## src/rtl/mult_div_unit_if.sv

```systemverilog
// Core <-> multiply/divide unit bus: R-type funct/operands in, HI/LO, result and status out.
interface mult_div_unit_if #(
  parameter int WIDTH = 32
);
  logic             op_valid;
  logic [5:0]       funct;
  logic [WIDTH-1:0] src_a;
  logic [WIDTH-1:0] src_b;
  logic             flush;
  logic [WIDTH-1:0] rdata;
  logic             busy;
  logic             stall;
  logic             done;
  logic             div_zero;
  logic [WIDTH-1:0] hi;
  logic [WIDTH-1:0] lo;

  modport master (
    output op_valid, funct, src_a, src_b, flush,
    input  rdata, busy, stall, done, div_zero, hi, lo
  );

  modport slave (
    input  op_valid, funct, src_a, src_b, flush,
    output rdata, busy, stall, done, div_zero, hi, lo
  );
endinterface

```

## src/rtl/mult_div_unit.sv

```systemverilog
// Iterative MIPS32 multiply/divide unit: shift-add multiply, restoring divide on magnitudes,
// signs applied in a final fix-up cycle, architectural HI/LO with MFHI/MFLO/MTHI/MTLO.
module mult_div_unit #(
  parameter int WIDTH     = 32,
  parameter bit SIGNED_EN = 1'b1
) (
  input  logic clk,
  input  logic rst_n,
  mult_div_unit_if.slave md
);

  localparam int CNT_W = $clog2(WIDTH);

  localparam logic [5:0] F_MFHI  = 6'b010000;
  localparam logic [5:0] F_MTHI  = 6'b010001;
  localparam logic [5:0] F_MFLO  = 6'b010010;
  localparam logic [5:0] F_MTLO  = 6'b010011;
  localparam logic [5:0] F_MULT  = 6'b011000;
  localparam logic [5:0] F_MULTU = 6'b011001;
  localparam logic [5:0] F_DIV   = 6'b011010;
  localparam logic [5:0] F_DIVU  = 6'b011011;

  typedef enum logic [1:0] {S_IDLE, S_MUL, S_DIV, S_FIX} state_t;

  state_t               r_state;
  state_t               w_next;
  logic [CNT_W-1:0]     r_cnt;
  logic [WIDTH-1:0]     r_hi;
  logic [WIDTH-1:0]     r_lo;
  logic                 r_done;
  logic                 r_div_zero;

  logic [WIDTH-1:0]     r_ph;
  logic [WIDTH-1:0]     r_pl;
  logic [WIDTH-1:0]     r_b;
  logic [WIDTH-1:0]     r_a_raw;
  logic                 r_neg_a;
  logic                 r_neg_b;
  logic                 r_is_div;
  logic                 r_b_zero;

  logic                 w_is_mul;
  logic                 w_is_div;
  logic                 w_is_md;
  logic                 w_sgn;
  logic                 w_neg_a;
  logic                 w_neg_b;
  logic                 w_accept;
  logic                 w_mt_wr;
  logic                 w_last;
  logic                 w_commit;
  logic [WIDTH:0]       w_msum;
  logic [WIDTH:0]       w_dshift;
  logic [WIDTH:0]       w_dtrial;
  logic                 w_dge;
  logic [2*WIDTH-1:0]   w_prod;
  logic [WIDTH-1:0]     w_fix_hi;
  logic [WIDTH-1:0]     w_fix_lo;

  function automatic logic [WIDTH-1:0] apply_sign_w(input logic [WIDTH-1:0] v, input logic neg);
    return neg ? -v : v;
  endfunction

  function automatic logic [2*WIDTH-1:0] apply_sign_dw(input logic [2*WIDTH-1:0] v, input logic neg);
    return neg ? -v : v;
  endfunction

  assign w_is_mul = (md.funct == F_MULT) || (md.funct == F_MULTU);
  assign w_is_div = (md.funct == F_DIV)  || (md.funct == F_DIVU);
  assign w_is_md  = w_is_mul || w_is_div ||
                    (md.funct == F_MFHI) || (md.funct == F_MFLO) ||
                    (md.funct == F_MTHI) || (md.funct == F_MTLO);
  assign w_sgn    = SIGNED_EN && ((md.funct == F_MULT) || (md.funct == F_DIV));
  assign w_neg_a  = w_sgn && md.src_a[WIDTH-1];
  assign w_neg_b  = w_sgn && md.src_b[WIDTH-1];

  assign w_accept = (r_state == S_IDLE) && md.op_valid && (w_is_mul || w_is_div) && !md.flush;
  assign w_mt_wr  = (r_state == S_IDLE) && md.op_valid &&
                    ((md.funct == F_MTHI) || (md.funct == F_MTLO));
  assign w_last   = (r_cnt == CNT_W'(WIDTH-1));
  assign w_commit = (r_state == S_FIX) && !md.flush;

  // Multiply step: conditionally add multiplicand into the high half, shift the pair right.
  assign w_msum   = {1'b0, r_ph} + (r_pl[0] ? {1'b0, r_b} : {(WIDTH+1){1'b0}});
  // Divide step: shift next dividend bit into the remainder, subtract if it fits.
  assign w_dshift = {r_ph, r_pl[WIDTH-1]};
  assign w_dtrial = w_dshift - {1'b0, r_b};
  assign w_dge    = ~w_dtrial[WIDTH];
  assign w_prod   = {r_ph, r_pl};

  always_comb begin
    w_fix_hi = '0;
    w_fix_lo = '0;
    if (!r_is_div) begin
      {w_fix_hi, w_fix_lo} = apply_sign_dw(w_prod, r_neg_a ^ r_neg_b);
    end else if (r_b_zero) begin
      w_fix_hi = r_a_raw;
      w_fix_lo = '1;
    end else begin
      w_fix_lo = apply_sign_w(r_pl, r_neg_a ^ r_neg_b);
      w_fix_hi = apply_sign_w(r_ph, r_neg_a);
    end
  end

  always_comb begin
    w_next = r_state;
    case (r_state)
      S_IDLE: if (w_accept) w_next = w_is_mul ? S_MUL : S_DIV;
      S_MUL,
      S_DIV: begin
        if (md.flush)   w_next = S_IDLE;
        else if (w_last) w_next = S_FIX;
      end
      S_FIX:  w_next = S_IDLE;
      default: w_next = S_IDLE;
    endcase
  end

  always_ff @(posedge clk or negedge rst_n) begin
    if (!rst_n) r_state <= S_IDLE;
    else        r_state <= w_next;
  end

  always_ff @(posedge clk or negedge rst_n) begin
    if (!rst_n) begin
      r_cnt      <= '0;
      r_hi       <= '0;
      r_lo       <= '0;
      r_done     <= 1'b0;
      r_div_zero <= 1'b0;
    end else begin
      r_done     <= w_commit;
      r_div_zero <= w_commit && r_is_div && r_b_zero;
      if (w_accept)
        r_cnt <= '0;
      else if ((r_state == S_MUL) || (r_state == S_DIV))
        r_cnt <= r_cnt + 1'b1;
      if (w_commit) begin
        r_hi <= w_fix_hi;
        r_lo <= w_fix_lo;
      end else if (w_mt_wr) begin
        if (md.funct == F_MTHI) r_hi <= md.src_a;
        else                    r_lo <= md.src_a;
      end
    end
  end

  // Iteration datapath; contents are only meaningful between accept and commit.
  always_ff @(posedge clk) begin
    if (w_accept) begin
      r_a_raw  <= md.src_a;
      r_neg_a  <= w_neg_a;
      r_neg_b  <= w_neg_b;
      r_is_div <= w_is_div;
      r_b_zero <= (md.src_b == '0);
      r_b      <= apply_sign_w(md.src_b, w_neg_b);
      r_ph     <= '0;
      r_pl     <= apply_sign_w(md.src_a, w_neg_a);
    end else if (r_state == S_MUL) begin
      r_ph <= w_msum[WIDTH:1];
      r_pl <= {w_msum[0], r_pl[WIDTH-1:1]};
    end else if (r_state == S_DIV) begin
      r_ph <= w_dge ? w_dtrial[WIDTH-1:0] : w_dshift[WIDTH-1:0];
      r_pl <= {r_pl[WIDTH-2:0], w_dge};
    end
  end

  assign md.rdata    = (md.funct == F_MFHI) ? r_hi :
                       (md.funct == F_MFLO) ? r_lo : '0;
  assign md.busy     = (r_state != S_IDLE);
  assign md.stall    = md.busy && md.op_valid && w_is_md;
  assign md.done     = r_done;
  assign md.div_zero = r_div_zero;
  assign md.hi       = r_hi;
  assign md.lo       = r_lo;

endmodule

```

## src/flat_wrapper.sv

```systemverilog
// flat-port wrapper written by rule: the top's interface ports become plain ports
module mult_div_unit_flat 
#(
  parameter int WIDTH     = 32,
  parameter bit SIGNED_EN = 1'b1
)
  (clk, rst_n, md_op_valid, md_funct, md_src_a, md_src_b, md_flush, md_rdata, md_busy, md_stall, md_done, md_div_zero, md_hi, md_lo);
  mult_div_unit_if #(.WIDTH(WIDTH)) md_i ();
  input  logic clk;
  input  logic rst_n;
  input wire logic [$bits(md_i.op_valid)-1:0] md_op_valid;
  input wire logic [$bits(md_i.funct)-1:0] md_funct;
  input wire logic [$bits(md_i.src_a)-1:0] md_src_a;
  input wire logic [$bits(md_i.src_b)-1:0] md_src_b;
  input wire logic [$bits(md_i.flush)-1:0] md_flush;
  output wire logic [$bits(md_i.rdata)-1:0] md_rdata;
  output wire logic [$bits(md_i.busy)-1:0] md_busy;
  output wire logic [$bits(md_i.stall)-1:0] md_stall;
  output wire logic [$bits(md_i.done)-1:0] md_done;
  output wire logic [$bits(md_i.div_zero)-1:0] md_div_zero;
  output wire logic [$bits(md_i.hi)-1:0] md_hi;
  output wire logic [$bits(md_i.lo)-1:0] md_lo;
  assign md_i.op_valid = md_op_valid;
  assign md_i.funct = md_funct;
  assign md_i.src_a = md_src_a;
  assign md_i.src_b = md_src_b;
  assign md_i.flush = md_flush;
  assign md_rdata = md_i.rdata;
  assign md_busy = md_i.busy;
  assign md_stall = md_i.stall;
  assign md_done = md_i.done;
  assign md_div_zero = md_i.div_zero;
  assign md_hi = md_i.hi;
  assign md_lo = md_i.lo;
  mult_div_unit #(.WIDTH(WIDTH), .SIGNED_EN(SIGNED_EN)) u_core (.clk(clk), .rst_n(rst_n), .md(md_i));
endmodule
```

## config.mk

```make
export PLATFORM = sky130hd
export DESIGN_NAME = mult_div_unit_flat
export DESIGN_NICKNAME = d
export VERILOG_FILES = /design/src/rtl/mult_div_unit_if.sv /design/src/rtl/mult_div_unit.sv /design/src/flat_wrapper.sv
export SDC_FILE = /design/constraint.sdc
export NUM_CORES = 1
export LEC_CHECK = 0
export BUFFER_PORTS_ARGS = -buffer_cell sky130_fd_sc_hd__clkbuf_2
export CORE_MARGIN = 4
export CORE_UTILIZATION = 26
export CTS_BUF_LIST = sky130_fd_sc_hd__clkbuf_4 sky130_fd_sc_hd__clkbuf_8 sky130_fd_sc_hd__clkbuf_16
export CTS_CLUSTER_DIAMETER = 150
export DETAILED_ROUTE_END_ITERATION = 8
export GPL_TIMING_DRIVEN = 0
export SETUP_SLACK_MARGIN = 0.02
export SKIP_CTS_REPAIR_TIMING = 1
export SYNTH_ARGS = -nofsm -noshare
export SYNTH_HDL_FRONTEND = slang
export SYNTH_SLANG_ARGS = --single-unit
```

## constraint.sdc

```tcl
create_clock -name clk -period 4.4 [get_ports clk]
set_input_delay 0.22 -clock clk [delete_from_list [all_inputs] [get_ports clk]]
set_output_delay 0.22 -clock clk [all_outputs]
set_load 0.1 [all_outputs]
```

# [Word level (Yosys, flattened, before mapping)]
# Cells that the tools add are included.
[totals] wordCells=104 ff_bits=205 out_inout_bits=100 inputBits=74
[op_classes] reduce_logical=34 n_mux=31 n_addsub=8 eq_ne=15 bitwise_logic=2
[op_table] cell="32-bit two-way mux" count=23
[op_table] cell="32-bit negator" count=4
[op_table] cell="64-bit two-way mux" count=1
[op_table] cell="64-bit negator" count=1
[op_table] cell="6-bit by 5-bit == test with 1-bit output (second input constant)" count=8
[op_table] cell="32-bit by 33-bit adder with 33-bit output" count=1
[op_table] cell="33-bit by 32-bit subtractor with 33-bit output" count=1
[op_table] cell="32-bit zero test" count=1
[op_table] cell="1-bit logical AND" count=11
[op_table] cell="1-bit logical OR" count=10
[op_table] cell="5-bit two-way mux" count=2
[op_table] cell="2-bit nonzero test" count=5
[op_table] cell="2-bit two-way mux" count=4
[op_table] cell="2-bit case mux with 3 select lines" count=1
[op_table] cell="2-bit AND reduction" count=3
[op_table] cell="5-bit by 1-bit adder with 5-bit output (second input constant)" count=1
[op_table] cell="5-bit == test (second input constant)" count=1
[op_table] cell="2-bit == test (second input constant)" count=2
[op_table] cell="2-bit by 1-bit != test with 1-bit output (second input constant)" count=2
[op_table] cell="3-bit by 2-bit != test with 1-bit output (second input constant)" count=1
[op_table] cell="3-bit nonzero test" count=1
[op_table] cell="2-bit by 1-bit == test with 1-bit output (second input constant)" count=1
[op_table] cell="2-bit zero test" count=1
[op_table] cell="2-bit OR reduction" count=1
[op_table] cell="3 further kinds" count=3

# [Logic depth before layout (Yosys ltp)]
# Gate-level depths: netlist of the first run.
[depth] ltp_word=8 mapped_depth=14 mapped_depth_nobuf=12

# [Worst setup path before layout of the first run]
# No wires, ideal clock.
[synth_timing] path_kind="input to register" from="input port md_funct[2]" to="register u_core.r_pl[1] (data pin)" arrival_time_ns=4.004 stages=8 setup_time_ns=0.378 slack_ns=0.018 path_buffers=3 cell_sequence="nor3b_1 -> nand3_1 -> or3b_2 -> clkbuf_1 -> inv_1 -> clkbuf_1 -> clkbuf_1 -> a31oi_1"
[synth_between] elab_chain_len=6
[synth_rtl] element="start: declaration" line_no="flat_wrapper.sv:12" source="input wire logic [$bits(md_i.funct)-1:0] md_funct;"
[synth_rtl] element="6-bit by 5-bit == test with 1-bit output (on tied branches)" line_no="mult_div_unit.sv:68, mult_div_unit.sv:69"
[synth_rtl] element="1-bit logical OR (on tied branches)" line_no="mult_div_unit.sv:68, mult_div_unit.sv:69"
[synth_rtl] element="1-bit logical OR (*)" line_no="mult_div_unit.sv:77" source="assign w_accept = (r_state == S_IDLE) && md.op_valid && (w_is_mul || w_is_div) && !md.flush;"
[synth_rtl] element="1-bit logical AND (*) (2 in a row)" line_no="mult_div_unit.sv:77"
[synth_rtl] element="via u_core.w_accept" line_no="mult_div_unit.sv:48" source="logic w_accept;"
[synth_rtl] element="32-bit two-way mux (*)" line_no="mult_div_unit.sv:150" source="if (w_accept) begin"
[synth_rtl] element="end signal: assignment" line_no="mult_div_unit.sv:158" source="r_pl <= apply_sign_w(md.src_a, w_neg_a);"
[synth_rtl] element="end signal: assignment" line_no="mult_div_unit.sv:161" source="r_pl <= {w_msum[0], r_pl[WIDTH-1:1]};"
[synth_rtl] element="end signal: assignment" line_no="mult_div_unit.sv:164" source="r_pl <= {r_pl[WIDTH-2:0], w_dge};"
[synth_rtl] element="end: declaration" line_no="mult_div_unit.sv:34" source="logic [WIDTH-1:0] r_pl;"
# Mark *: on every way through the listed nets, which the timed path passes. The rest lies on a longest branch.
# A chain may end at the register's enable or synchronous reset.

# [Worst setup path after layout of the first run]
[layout_timing] from="register u_core.r_pl[31]" to="register u_core.r_pl[0] (data pin)"
[layout_between] elab_chain_len=5
[layout_rtl] element="33-bit by 32-bit subtractor with 33-bit output" line_no="mult_div_unit.sv:87" source="assign w_dtrial = w_dshift - {1'b0, r_b};"
[layout_rtl] element="1-bit NOT" line_no="mult_div_unit.sv:88" source="assign w_dge = ~w_dtrial[WIDTH];"
[layout_rtl] element="32-bit two-way mux" line_no="mult_div_unit.sv:162" source="end else if (r_state == S_DIV) begin"
[layout_rtl] element="32-bit two-way mux" line_no="mult_div_unit.sv:159" source="end else if (r_state == S_MUL) begin"
[layout_rtl] element="32-bit two-way mux" line_no="mult_div_unit.sv:150"
# Every way passes these cells. The select of a mux whose other input is x is not followed.

==> summary.md, run 1 <==
| Metric | Value |
|---|---|
| Status | complete, but fails checks |
| Failing checks | hold timing |
| Remaining Overflow, GRT | 0 |
| Sink Count | about 210 |
| Largest net degree at the start of global routing | 44 |
| Fin cells | between 3,000 and 4,000 |
| Post-synthesis sequential area ratio | ~33% |
| Worst Tran Pin Value | 1231 ps |
| Peak Freq | roughly 230 MHz |
| Initial drt markers | between 1,500 and 2,000 |
| CP max stage cell | nor3_2 |
| Clock Skews | approximately 29 ps |
| DR DRC count | 0 |
| CP required | between 4000 and 5000 ps |
| Row count | between 90 and 100 |
| Initial antenna violation count | 1 |
| Cells after Synth | ~2,000 |
| Antenna diodes | 0 |
| CTS Buf Count | 24 |
| Sw Share | 55.62% |
| Crit path arrival time | 4600 ps |
| Sw Pwr | 8.557 mW |
| CTS tree | yes |
| Sequential Area | ~5500 sq um |
| Die height | approximately 260 um |
| WL per Instance | ~21 um |
| IO buf count | between 150 and 200 |
| Area Overhead vs Synth | 18.51% |
| Placed cell count | 3,012 |
| Max-cap violations | 0 |
| Tightest Hold Check Type | primary input to flip-flop |
| Slack of the critical path | a little over 60 ps |
| CP Capture Type | flip-flop |
| Core area | roughly 63,000 sq um |
| Final Setup Violations | 0 |
| Final #Nets | about 2,400 |
| Die X | about 260 um |
| Internal | about 7 mW |
| Crit path kind | flip-flop to flip-flop |
| CTS Buffer Depth | 3 |
| CP Cell Sequence | inv_1, ha_1, fa_1, nand2b_1, a21oi_1, o221ai_1, and4_1, nor3_1, nor3_2, nor2_4, clkbuf_2, nand2_1, a31oi_1 |
| Synth Cell Area | 16,590 sq um |
| Clock insertion delay at the later pin of the skew report | between 500 and 600 ps |
| Clock root buffer | clkbuf_16 |
| Min Hold Slack | -0.7553 ps |
| Comb pwr share | between 60% and 70% |
| Post-DP HPWL | about 51,000 um |
| Post-synth ARST share | between 30% and 40% |
| Vias in the first global route | between 15,000 and 20,000 |
| #FFs+latches synth | 205 |
| Syn nets | ~2,100 |
| Leakage power | slightly above 8 nW |
| DR pass1 iterations | 5 |
| Final Hold Vio Count | 1 |
| Post-layout minimum cycle time | approximately 4300 ps |
| Vias/cell | 5.373 |
| Reg2reg setup slack | 60 ps |
| Multi-input gate area | about 10,000 sq um |
| CP max FO | 10 |
| Number of flops mapped to enable cells by yosys | 100 |
| Worst Reg-to-Reg Cells | 13 |
| Io pins | between 150 and 200 |
| DR vias | ~17,000 |
| Layout cells sized above 1 | between 10 and 15% |
| Ys flop type | edfxtp_1 |
| Gr usage total | between 15 and 20% |
| Pre-CTS setup slack | -656.8 ps |
| Final slew viol count | 0 |
| CP peak stage delay | 930 ps |
| Most frequent cells in the layout | nor2_1, o21ai_0, nand2_1, clkbuf_2, a21oi_1 |
| Crit share post-route | between 90% and 100% |
| Critical Path End | u_core.r_pl[0]$_DFFE_PP_ |
| Mean Syn Cell Area | approximately 8.3 sq um |
| RSZ-0062 raised after global routing | yes |
| Placer Congestion | ~0.94 |
| First-pass GRT wire length | around 97,000 um |
| Commonest non-fill, non-tap cell in the layout | nor2_1 |
| Unique masters post-synth | 78 |
| Clk pwr share | approximately an eighth |
| Critical Path Source | u_core.r_pl[31]$_DFFE_PP_ |
| ANT nets after route | 0 |
| Maximum vdd drop | approximately 0.00044 V |
| Startpoint types | flip-flop |
| RR Endpoint | u_core.r_pl[0]$_DFFE_PP_ |
| Fillers | 6,882 |
| Yosys warns | 0 |
| Clock slew at reported path FFs | approximately 70 ps |
| Slew HR | between 15 and 20% |
| Register share of total power | 24.7% |
| P per Cell Area | a little under 800 nW/um^2 |
| Starting density of the core | between 20% and 30% |
| R2r startpoint | u_core.r_pl[31]$_DFFE_PP_ |
| Die area | around 68,000 sq um |
| H-Tree Depth | 1 |
| Final wirelength | about 65,000 um |
-- cells in the mapped netlist, drive strengths merged (24+ instances only) --
master | instances | area (sq um)
nand3 | 28 | 140.1
o211ai | 38 | 285.3
a21o | 34 | 255.2
dfrtp | 73 | 1827
dfxtp | 32 | 640.6
nor3 | 47 | 235.2
nand2 | 176 | 660.6
o22ai | 38 | 244.0
a21oi | 154 | 770.7
nor4 | 24 | 190.2
xnor2 | 83 | 727.0
ha | 74 | 925.9
a31oi | 26 | 162.7
o21ai | 195 | 975.9
mux2i | 96 | 960.9
nor2 | 194 | 728.2
inv | 67 | 251.5
xor2 | 76 | 665.6
edfxtp | 100 | 3003
clkbuf | 101 | 379.1
-- power by group through the flow --
stage / clock [mW] / sequential, mW / combinational, mW
final: 1.99 / 3.80 / 9.59
after global routing: 2.09 / 3.88 / 10.3
after CTS: 2.02 / 3.79 / 9.40
after detailed placement: 0 / 3.82 / 9.35
after global placement: 0 / 3.83 / 9.32
after floorplan: 0 / 5.37 / 5.20
-- worst min-delay path by stage --
stage                 start                       endpoint  depth (start not counted)
2_1_floorplan         rst_n   u_core.md.div_zero$_DFF_PN0_                          0
3_3_place_gp   md_src_a[11]   u_core.r_a_raw[11]$_DFFE_PP_                          1
3_5_place_dp          rst_n    u_core.r_cnt[2]$_DFFE_PN0P_                          1
4_1_cts               rst_n  u_core.r_state[0]$_DFFE_PN0P_                          1
5_1_grt        md_src_b[12]       u_core.r_b[12]$_DFFE_PP_                          2
6_report       md_src_b[10]       u_core.r_b[10]$_DFFE_PP_                          2
-- sequential cells by signal (all words and copies together) (netlist names), 2 cells and up --
register        cells
u_core.r_b         32
u_core.md.lo       32
u_core.r_state      2
u_core.r_pl        32
u_core.r_cnt        5
u_core.r_ph        32
u_core.r_a_raw     32
u_core.md.hi       32
-- routing by layer --
layer | vias to the layer above | wire length [um] | track usage (%)
met4 | 2 | 2888 | 7.261
met2 | 701 | 29740 | 29.76
met5 | - | 13 | 0
met3 | 126 | 4212 | 2.280
met1 | 7919 | 28350 | 24.80
li1 | 7832 | - | -
-- worst max-delay path, delay by kind of cell (launching register included) --
family | cells | cell delay (ps)
compound gates | 3 | 620
simple gates | 6 | 1830
buf+inv | 2 | 590
fa+ha+maj | 2 | 460
flops | 1 | 520
-- cell families after synthesis --
kind of cell,after synthesis,share of synthesized area (%)
AO/OA/AOI/OAI,641,24.21
AND/OR/NAND/NOR,615,17.74
flip-flops,205,32.97
buffers and inverters,190,4.396
XOR/XNOR,159,8.393
multiplexers,106,6.470
adder cells (fa/ha/maj),76,5.822
-- final cells by class --
type                       count  area share, %
inverter                      69          1.317
multi-input combinational   1597          53.08
clock buffer                  28          3.239
buffer                       120          2.418
timing repair buffer         205          6.096
clock inverter                16         0.6427
tap                          846          5.383
sequential                   205          27.82
-- stage by stage --
| stage | TNS [ps] | utilization (%) | instance area (sq um) | power (mW) |
|---|---|---|---|---|
| 6_report | 0 | 31.17 | 19660 | 15.38 |
| 5_1_grt | 0 | 31.17 | 19660 | 16.28 |
| 4_1_cts | -9894 | 30.64 | 19330 | 15.21 |
| 3_3_place_gp | -65970 | 29.35 | 18510 | 13.15 |
| 3_5_place_dp | -22720 | 29.43 | 18560 | 13.18 |
| 2_1_floorplan | 0 | - | 16590 | 10.57 |
Power figures use the tool's default switching activity.
==> inputs of run 2 (changes only) <==
--- a/config.mk
+++ b/config.mk
@@ -6,12 +6,12 @@
 export NUM_CORES = 1
 export LEC_CHECK = 0
 export BUFFER_PORTS_ARGS = -buffer_cell sky130_fd_sc_hd__clkbuf_2
+export CAP_MARGIN = 0
 export CORE_MARGIN = 4
 export CORE_UTILIZATION = 26
 export CTS_BUF_LIST = sky130_fd_sc_hd__clkbuf_4 sky130_fd_sc_hd__clkbuf_8 sky130_fd_sc_hd__clkbuf_16
 export CTS_CLUSTER_DIAMETER = 150
 export DETAILED_ROUTE_END_ITERATION = 8
-export GPL_TIMING_DRIVEN = 0
 export SETUP_SLACK_MARGIN = 0.02
 export SKIP_CTS_REPAIR_TIMING = 1
 export SYNTH_ARGS = -nofsm -noshare
==> constraint.sdc (replaced) <==
create_clock -name clk -period 4.17 [get_ports clk]
set_input_delay 0.2085 -clock clk [delete_from_list [all_inputs] [get_ports clk]]
set_output_delay 0.2085 -clock clk [all_outputs]
set_load 0.1 [all_outputs]
==> run 2 against run 1 <==
Compared with the run above:
- largest power group unchanged
- critical path depth unchanged
- critical path type unchanged
- routed wire length decreased by 8.5%
- first-iteration DRC count decreased by 2.3%
- the flow still finishes with violations (hold timing)
- global-route usage decreased by 1.4 points
- worst hold slack worse by 4.9 ps
- clock skew shrank 17 ps
==> summary.md, run 2 (synthesis gave the netlist of run 1 again) <==
| Metric | Value |
|---|---|
| Initial antenna violation count | 1 (unchanged) |
| Clock insertion delay at the later pin of the skew report | 540 ps (-20 ps) |
| Hold Path Sink | u_core.r_b[12]$_DFFE_PP_ |
| H-Tree Depth | 1 (unchanged) |
| Worst Tran Pin Value | 1071 ps (-159.1 ps) |
| Hold path startpoint | md_src_b[12] |
| R2r startpoint | u_core.r_pl[31]$_DFFE_PP_ |
| CP Cell Sequence | inv_1, ha_1, fa_1, nand2b_1, a21oi_1, o221ai_1, and4_1, nor3_1, nor3_1, nor2_1, buf_4, mux2i_1, a211oi_1 |
| P per Cell Area | 823.4 nW/um^2 (+5.2%) |
| DR pass1 iterations | 5 (unchanged) |
| Hold-critical path depth | 2 (unchanged) |
| DR DRC count | 0 (unchanged) |
| Clock root buffer | clkbuf_16 |
| Starting density of the core | 26.30% (unchanged) |
| Failing checks | hold timing |
| Register share of total power | 24.6% (about the same) |
| Status | complete, but fails checks |
| Final Hold Vio Count | 1 (unchanged) |
| Layer with the highest usage | met2 |
| Sink Count | 205 (unchanged) |
| Die X | 260.6 um (unchanged) |
| Min Hold Slack | -5.645 ps (-4.889 ps) |
| Leakage power | 8.242 nW (+1.5%) |
| Pre-CTS setup slack | 401.9 ps (+1059 ps) |
| CP max stage cell | nor2_1 |
| Most frequent cells in the layout | nor2_1, o21ai_0, nand2_1, clkbuf_2, a21oi_1 |
| Met3 Use GR | 1.902% (-0.38 points) |
| Placer Congestion | 0.9213 (-1.8%) |
| Sequential Area | 5470 sq um (unchanged) |
| Gr usage total | 16.96% (-1.4 points) |
| Crit path kind | flip-flop to flip-flop |
| Slew HR | 28.02% (+10 points) |
| Sw Pwr | 8.781 mW (+2.6%) |
| Slack of the critical path | 367.9 ps (+306.8 ps) |
| Final slew viol count | 0 (unchanged) |
| Fin cells | 3,026 (-1.9%) |
| Met1 Usage GRT | 21.99% (-2.8 points) |
| DP Area | 18,600 sq um (+0.19%) |
| Tightest Hold Check Type | primary input to flip-flop |
| Die height | 260.6 um (unchanged) |
| Row count | 92 (unchanged) |
| Final wirelength | 59,680 um (-8.5%) |
| DR vias | 16,030 (-3.3%) |
| Final #Nets | 2,312 (-2.5%) |
| CTS Buffer Depth | 3 (unchanged) |
| Sw Share | 54.30% (-1.3 points) |
| Clk pwr share | 13.2% (+0.2 points) |
| Grt met2 use | 28.77% (-0.99 points) |
| CP most frequent cell | nor3_1 |
| Max-cap violations | 0 (unchanged) |
| Die area | 67,920 sq um (unchanged) |
| Startpoint types | flip-flop |
| CP required | 4550 ps (-110 ps) |
| RSZ-0062 raised after global routing | no |
| CP peak stage delay | 520 ps (-410 ps) |
| Setup_tns | 0 ps (unchanged) |
| Vias in the first global route | 15,490 (-0.76%) |
| Final Cell Area | 19,640 sq um (-0.12%) |
| Largest net degree at the start of global routing | 88 (+100%) |
| Layout cells sized above 1 | 14.77% (+2.6 points) |
| Worst Reg-to-Reg Cells | 13 (unchanged) |
| Remaining Overflow, GRT | 0 (unchanged) |
| WL per Instance | 19.72 um (-6.7%) |
| Initial drt markers | 1,468 (-2.3%) |
| Vias/cell | 5.296 (-1.4%) |
| Clock Skews | 11.50 ps (-17.12 ps) |
| Core area | 63,080 sq um (unchanged) |
| Multi-input gate area | 10,420 sq um (-0.20%) |
| Io pins | 174 (unchanged) |
| Final Setup Violations | 0 (unchanged) |
| Placed cell count | 2,958 (-1.8%) |
| First-pass GRT wire length | 91,110 um (-5.8%) |
| Reg2reg setup slack | 370 ps (+310 ps) |
| Commonest non-fill, non-tap cell in the layout | nor2_1 |
| Antenna diodes | 0 (unchanged) |
| Crit path arrival time | 4180 ps (-420 ps) |
| Clock slew at reported path FFs | 60 ps (about the same) |
| Post-layout minimum cycle time | 3802 ps (-536.8 ps) |
| CTS tree | yes |
| Crit share post-route | 91.18% (-7.4 points) |
| Internal | 7.390 mW (+8.2%) |
| Comb pwr share | 62.2% (about the same) |
| IO buf count | 173 (+0.58%) |
| CP max FO | 9 (-1) |
| RR Endpoint | u_core.r_ph[22]$_SDFFE_PP0N_ |
| CP Capture Type | flip-flop |
| Fillers | 6,716 (-2.4%) |
| Peak Freq | 263.0 MHz (+14%) |
| Area Overhead vs Synth | 18.36% |
| ANT nets after route | 0 (unchanged) |
| Maximum vdd drop | 0.0006484 V (+47%) |
| CTS Buf Count | 24 (unchanged) |
| Post-DP HPWL | 45,270 um (-11%) |
[run 2: cell count changes in the layout (fill, tap and decap cells not counted), sizes merged]
cell,previous run,this run
buf,27,69
clkbuf,301,205
bufinv,1,0
clkinv,15,11
dlygate4sd3,25,24
[run 2: per-layer routing]
layer	part of all wire, %	vias up
li1	-	7715
met1	43	7617
met2	47	569
met3	5.2	124
met4	4.5	2
met5	0.022	-
[run 2: cell type report]
type                            instances  share of cell area [%]
Clock buffer                           33                   3.733
Sequential cell                       205                   27.85
Tap cell                              846                   5.390
Clock inverter                         11                  0.3440
Timing Repair Buffer                  265                   8.308
Multi-Input combinational cell       1597                   53.04
Inverter                               69                   1.332
[run 2: how the worst max path moves through the flow]
stage,startpoint,to,slack [ps],depth (start not counted)
final,u_core.r_pl[31]$_DFFE_PP_,u_core.r_ph[22]$_SDFFE_PP0N_,370,13
after global routing,u_core.r_pl[0]$_DFFE_PP_,u_core.r_ph[28]$_SDFFE_PP0N_,130,14
after CTS,u_core.r_pl[31]$_DFFE_PP_,u_core.r_ph[22]$_SDFFE_PP0N_,390,13
after detailed placement,u_core.r_pl[31]$_DFFE_PP_,u_core.r_ph[21]$_SDFFE_PP0N_,400,13
after global placement,u_core.r_pl[31]$_DFFE_PP_,u_core.r_ph[22]$_SDFFE_PP0N_,480,13
after floorplan,u_core.r_pl[31]$_DFFE_PP_,u_core.r_pl[0]$_DFFE_PP_,790,13
[run 2: power groups by stage]
stage	sequential, mW	clock [mW]	combinational, mW
final	3.98	2.14	10.1
after global routing	4.08	2.26	10.9
after CTS	3.98	2.19	9.97
after detailed placement	4.01	0	9.93
after global placement	4.01	0	9.91
after floorplan	5.67	0	5.48
[run 2: critical path: cells and delay by family (launching register included)]
kind | cells | cell delay (ps)
flip-flops | 1 | 410
multiplexers | 1 | 200
AND/OR/NAND/NOR | 5 | 1390
adder cells (fa/ha/maj) | 2 | 640
AO/OA/AOI/OAI | 3 | 570
buffers and inverters | 2 | 450
[run 2: stage by stage]
stage               power [mW]  util, %
floorplan                11.15        -
global placement         13.92    29.48
detailed placement       13.94    29.48
CTS                      16.14    30.75
global route             17.23    31.13
finish                   16.17    31.13
==> inputs of run 3 (changes only) <==
==> constraint.sdc (replaced) <==
create_clock -name clk -period 3.85 [get_ports clk]
set_input_delay 0.1925 -clock clk [delete_from_list [all_inputs] [get_ports clk]]
set_output_delay 0.1925 -clock clk [all_outputs]
set_load 0.1 [all_outputs]
==> run 3 against run 2 <==
Compared with the run above:
- the run still ends with hold timing left
- worst hold slack got worse by 20 ps
- combinational power increased by 11%
- setup slack got worse by 110 ps
- critical path type unchanged
- clock-buffer cell count is 1 higher
- sequential cell count is the same
- sequential power up 6.0%
==> summary.md, run 3 (synthesis gave the netlist of run 1 again) <==
| Metric | Value |
|---|---|
| CP peak stage delay | 390 ps (-130 ps) |
| CP max FO | 10 (+1) |
| RSZ-0062 raised after global routing | no |
| R2r startpoint | u_core.r_pl[31]$_DFFE_PP_ |
| Fin cells | 3,070 (+1.5%) |
| Startpoint types | flip-flop |
| Clock root buffer | clkbuf_16 |
| Most frequent cells in the layout | nor2_1, o21ai_0, nand2_1, clkbuf_2, a21oi_1 |
| Final Cell Area | 20,150 sq um (+2.6%) |
| CTS Buf Count | 26 (+8.3%) |
| Clock insertion delay at the later pin of the skew report | 550 ps (about the same) |
| Io pins | 174 (unchanged) |
| H-Tree Depth | 1 (unchanged) |
| CTS Buffer Depth | 3 (unchanged) |
| Gr usage total | 16.99% (+0.025 points) |
| Antenna diodes | 0 (unchanged) |
| Final #Nets | 2,354 (+1.8%) |
| Sink Count | 205 (unchanged) |
| CP required | 4290 ps (-260 ps) |
| DP Area | 18,760 sq um (+0.87%) |
| CTS tree | yes |
| Final Hold Vio Count | 4 (+3) |
| Hold-critical path depth | 2 (unchanged) |
| Final wirelength | 59,930 um (+0.42%) |
| Area Overhead vs Synth | 21.44% |
| Remaining Overflow, GRT | 0 (unchanged) |
| Vias in the first global route | 15,440 (-0.32%) |
| Clock slew at reported path FFs | 50 ps (about the same) |
| IO buf count | 173 (unchanged) |
| Worst Tran Pin Value | 1046 ps (-25.04 ps) |
| Crit path kind | flip-flop to flip-flop |
| Status | complete, but fails checks |
| Core area | 63,080 sq um (unchanged) |
| Initial antenna violation count | 2 (+1) |
| Min Hold Slack | -25.96 ps (-20.31 ps) |
| Crit share post-route | 93.31% (+2.1 points) |
| DR pass1 iterations | 5 (unchanged) |
| Layout cells sized above 1 | 15.74% (+0.97 points) |
| Failing checks | hold timing |
| Vias/cell | 5.297 (about the same) |
| Peak Freq | 278.4 MHz (+5.8%) |
| P per Cell Area | 895.3 nW/um^2 (+8.7%) |
| Die X | 260.6 um (unchanged) |
| Commonest non-fill, non-tap cell in the layout | nor2_1 |
| Slew HR | 29.70% (+1.7 points) |
| RR Endpoint | u_core.r_ph[0]$_SDFFE_PP0N_ |
| Crit path arrival time | 4030 ps (-150 ps) |
| Clock Skews | 10.40 ps (-1.094 ps) |
| Largest net degree at the start of global routing | 137 (+56%) |
| Placer Congestion | 0.9322 (+1.2%) |
| Row count | 92 (unchanged) |
| Post-layout minimum cycle time | 3592 ps (-209.6 ps) |
| Reg2reg setup slack | 260 ps (-110 ps) |
| Die height | 260.6 um (unchanged) |
| Initial drt markers | 1,421 (-3.2%) |
| Post-DP HPWL | 45,560 um (+0.64%) |
| DR vias | 16,260 (+1.5%) |
| Final Setup Violations | 0 (unchanged) |
| WL per Instance | 19.52 um (-1.0%) |
| Placed cell count | 2,978 (+0.68%) |
| Hold Path Sink | u_core.r_b[12]$_DFFE_PP_ |
| Maximum vdd drop | 0.0005520 V (-15%) |
| Worst Reg-to-Reg Cells | 13 (unchanged) |
| First-pass GRT wire length | 91,480 um (+0.41%) |
| Hold path startpoint | md_src_b[12] |
| Leakage power | 8.488 nW (+3.0%) |
| Final slew viol count | 0 (unchanged) |
| CP most frequent cell | nor3_1 |
| CP max stage cell | edfxtp_1 |
| Die area | 67,920 sq um (unchanged) |
| Setup_tns | 0 ps (unchanged) |
| DR DRC count | 0 (unchanged) |
| CP Capture Type | flip-flop |
| Max-cap violations | 0 (unchanged) |
| Starting density of the core | 26.30% (unchanged) |
| ANT nets after route | 0 (unchanged) |
| Tightest Hold Check Type | primary input to flip-flop |
| CP Cell Sequence | inv_1, ha_1, fa_1, nand2b_1, a21oi_2, o221ai_1, and4_1, nor3_1, nor3_1, buf_4, o21ai_0, o211ai_1, a41o_1 |
run 3: cell count changes in the layout (fill, tap and decap cells not counted), moves of 3 or more:
cell / delta
buf_4: +19
bufinv_16: +4
clkinv_2: -3
dlygate4sd3_1: +20
run 3: how the worst max path moves through the flow:
stage / slack (ps) / depth (start not counted) / startpoint / to
finish: 260 / 13 / u_core.r_pl[31]$_DFFE_PP_ / u_core.r_ph[0]$_SDFFE_PP0N_
global placement: 120 / 12 / u_core.r_pl[0]$_DFFE_PP_ / u_core.r_ph[28]$_SDFFE_PP0N_
detailed placement: 80 / 13 / u_core.r_pl[0]$_DFFE_PP_ / u_core.r_ph[28]$_SDFFE_PP0N_
global route: 50 / 13 / u_core.r_pl[31]$_DFFE_PP_ / u_core.r_ph[26]$_SDFFE_PP0N_
floorplan: 470 / 13 / u_core.r_pl[31]$_DFFE_PP_ / u_core.r_pl[0]$_DFFE_PP_
CTS: 50 / 13 / u_core.r_pl[0]$_DFFE_PP_ / u_core.r_ph[28]$_SDFFE_PP0N_
run 3: per-stage QoR:
step           util, %  worst slack (ps)  total power, mW  hold slack [ps]
2_1_floorplan        -             470.3            12.08           -103.1
3_3_place_gp     29.74             117.3            15.26            216.2
3_5_place_dp     29.74             82.68            15.25            224.2
4_1_cts          31.22             45.47            17.98           -369.1
5_1_grt          31.94             48.86            19.19            1.924
6_report         31.94             257.5            18.04           -25.96
run 3: critical path: cells and delay by family, from the launching register on:
family                     cells  cell delay, ps
buffers and inverters          2             310
and+or+nand+nor                4            1040
DFF                            1             390
AOI/OAI and AO/OA              5            1130
adders and majority gates      2             620
run 3: per-layer routing:
layer / share of wire [%] / vias to the layer above / track usage, %
li1: - / 7779 / -
met1: 42 / 7769 / 21.48
met2: 48 / 581 / 29.28
met3: 6.0 / 128 / 2.581
met4: 4.3 / 4 / 6.352
met5: 0.045 / - / 0
run 3: final cells by class:
cell class	instances	area (sq um)
fill	6795	42930
multi-input combinational	1597	10430
sequential	205	5470
timing repair buffer	305	1994
tap	846	1059
clock buffer	34	747.0
inverter	69	261.5
clock inverter	14	188.9
run 3: report_power, final:
part	internal [mW]	switching [mW]	leakage, nW
Combinational	3.59	7.59	5.94
Clock	1.64	1.01	0.454
Sequential	3.24	0.986	2.09
Total	8.46	9.58	8.49
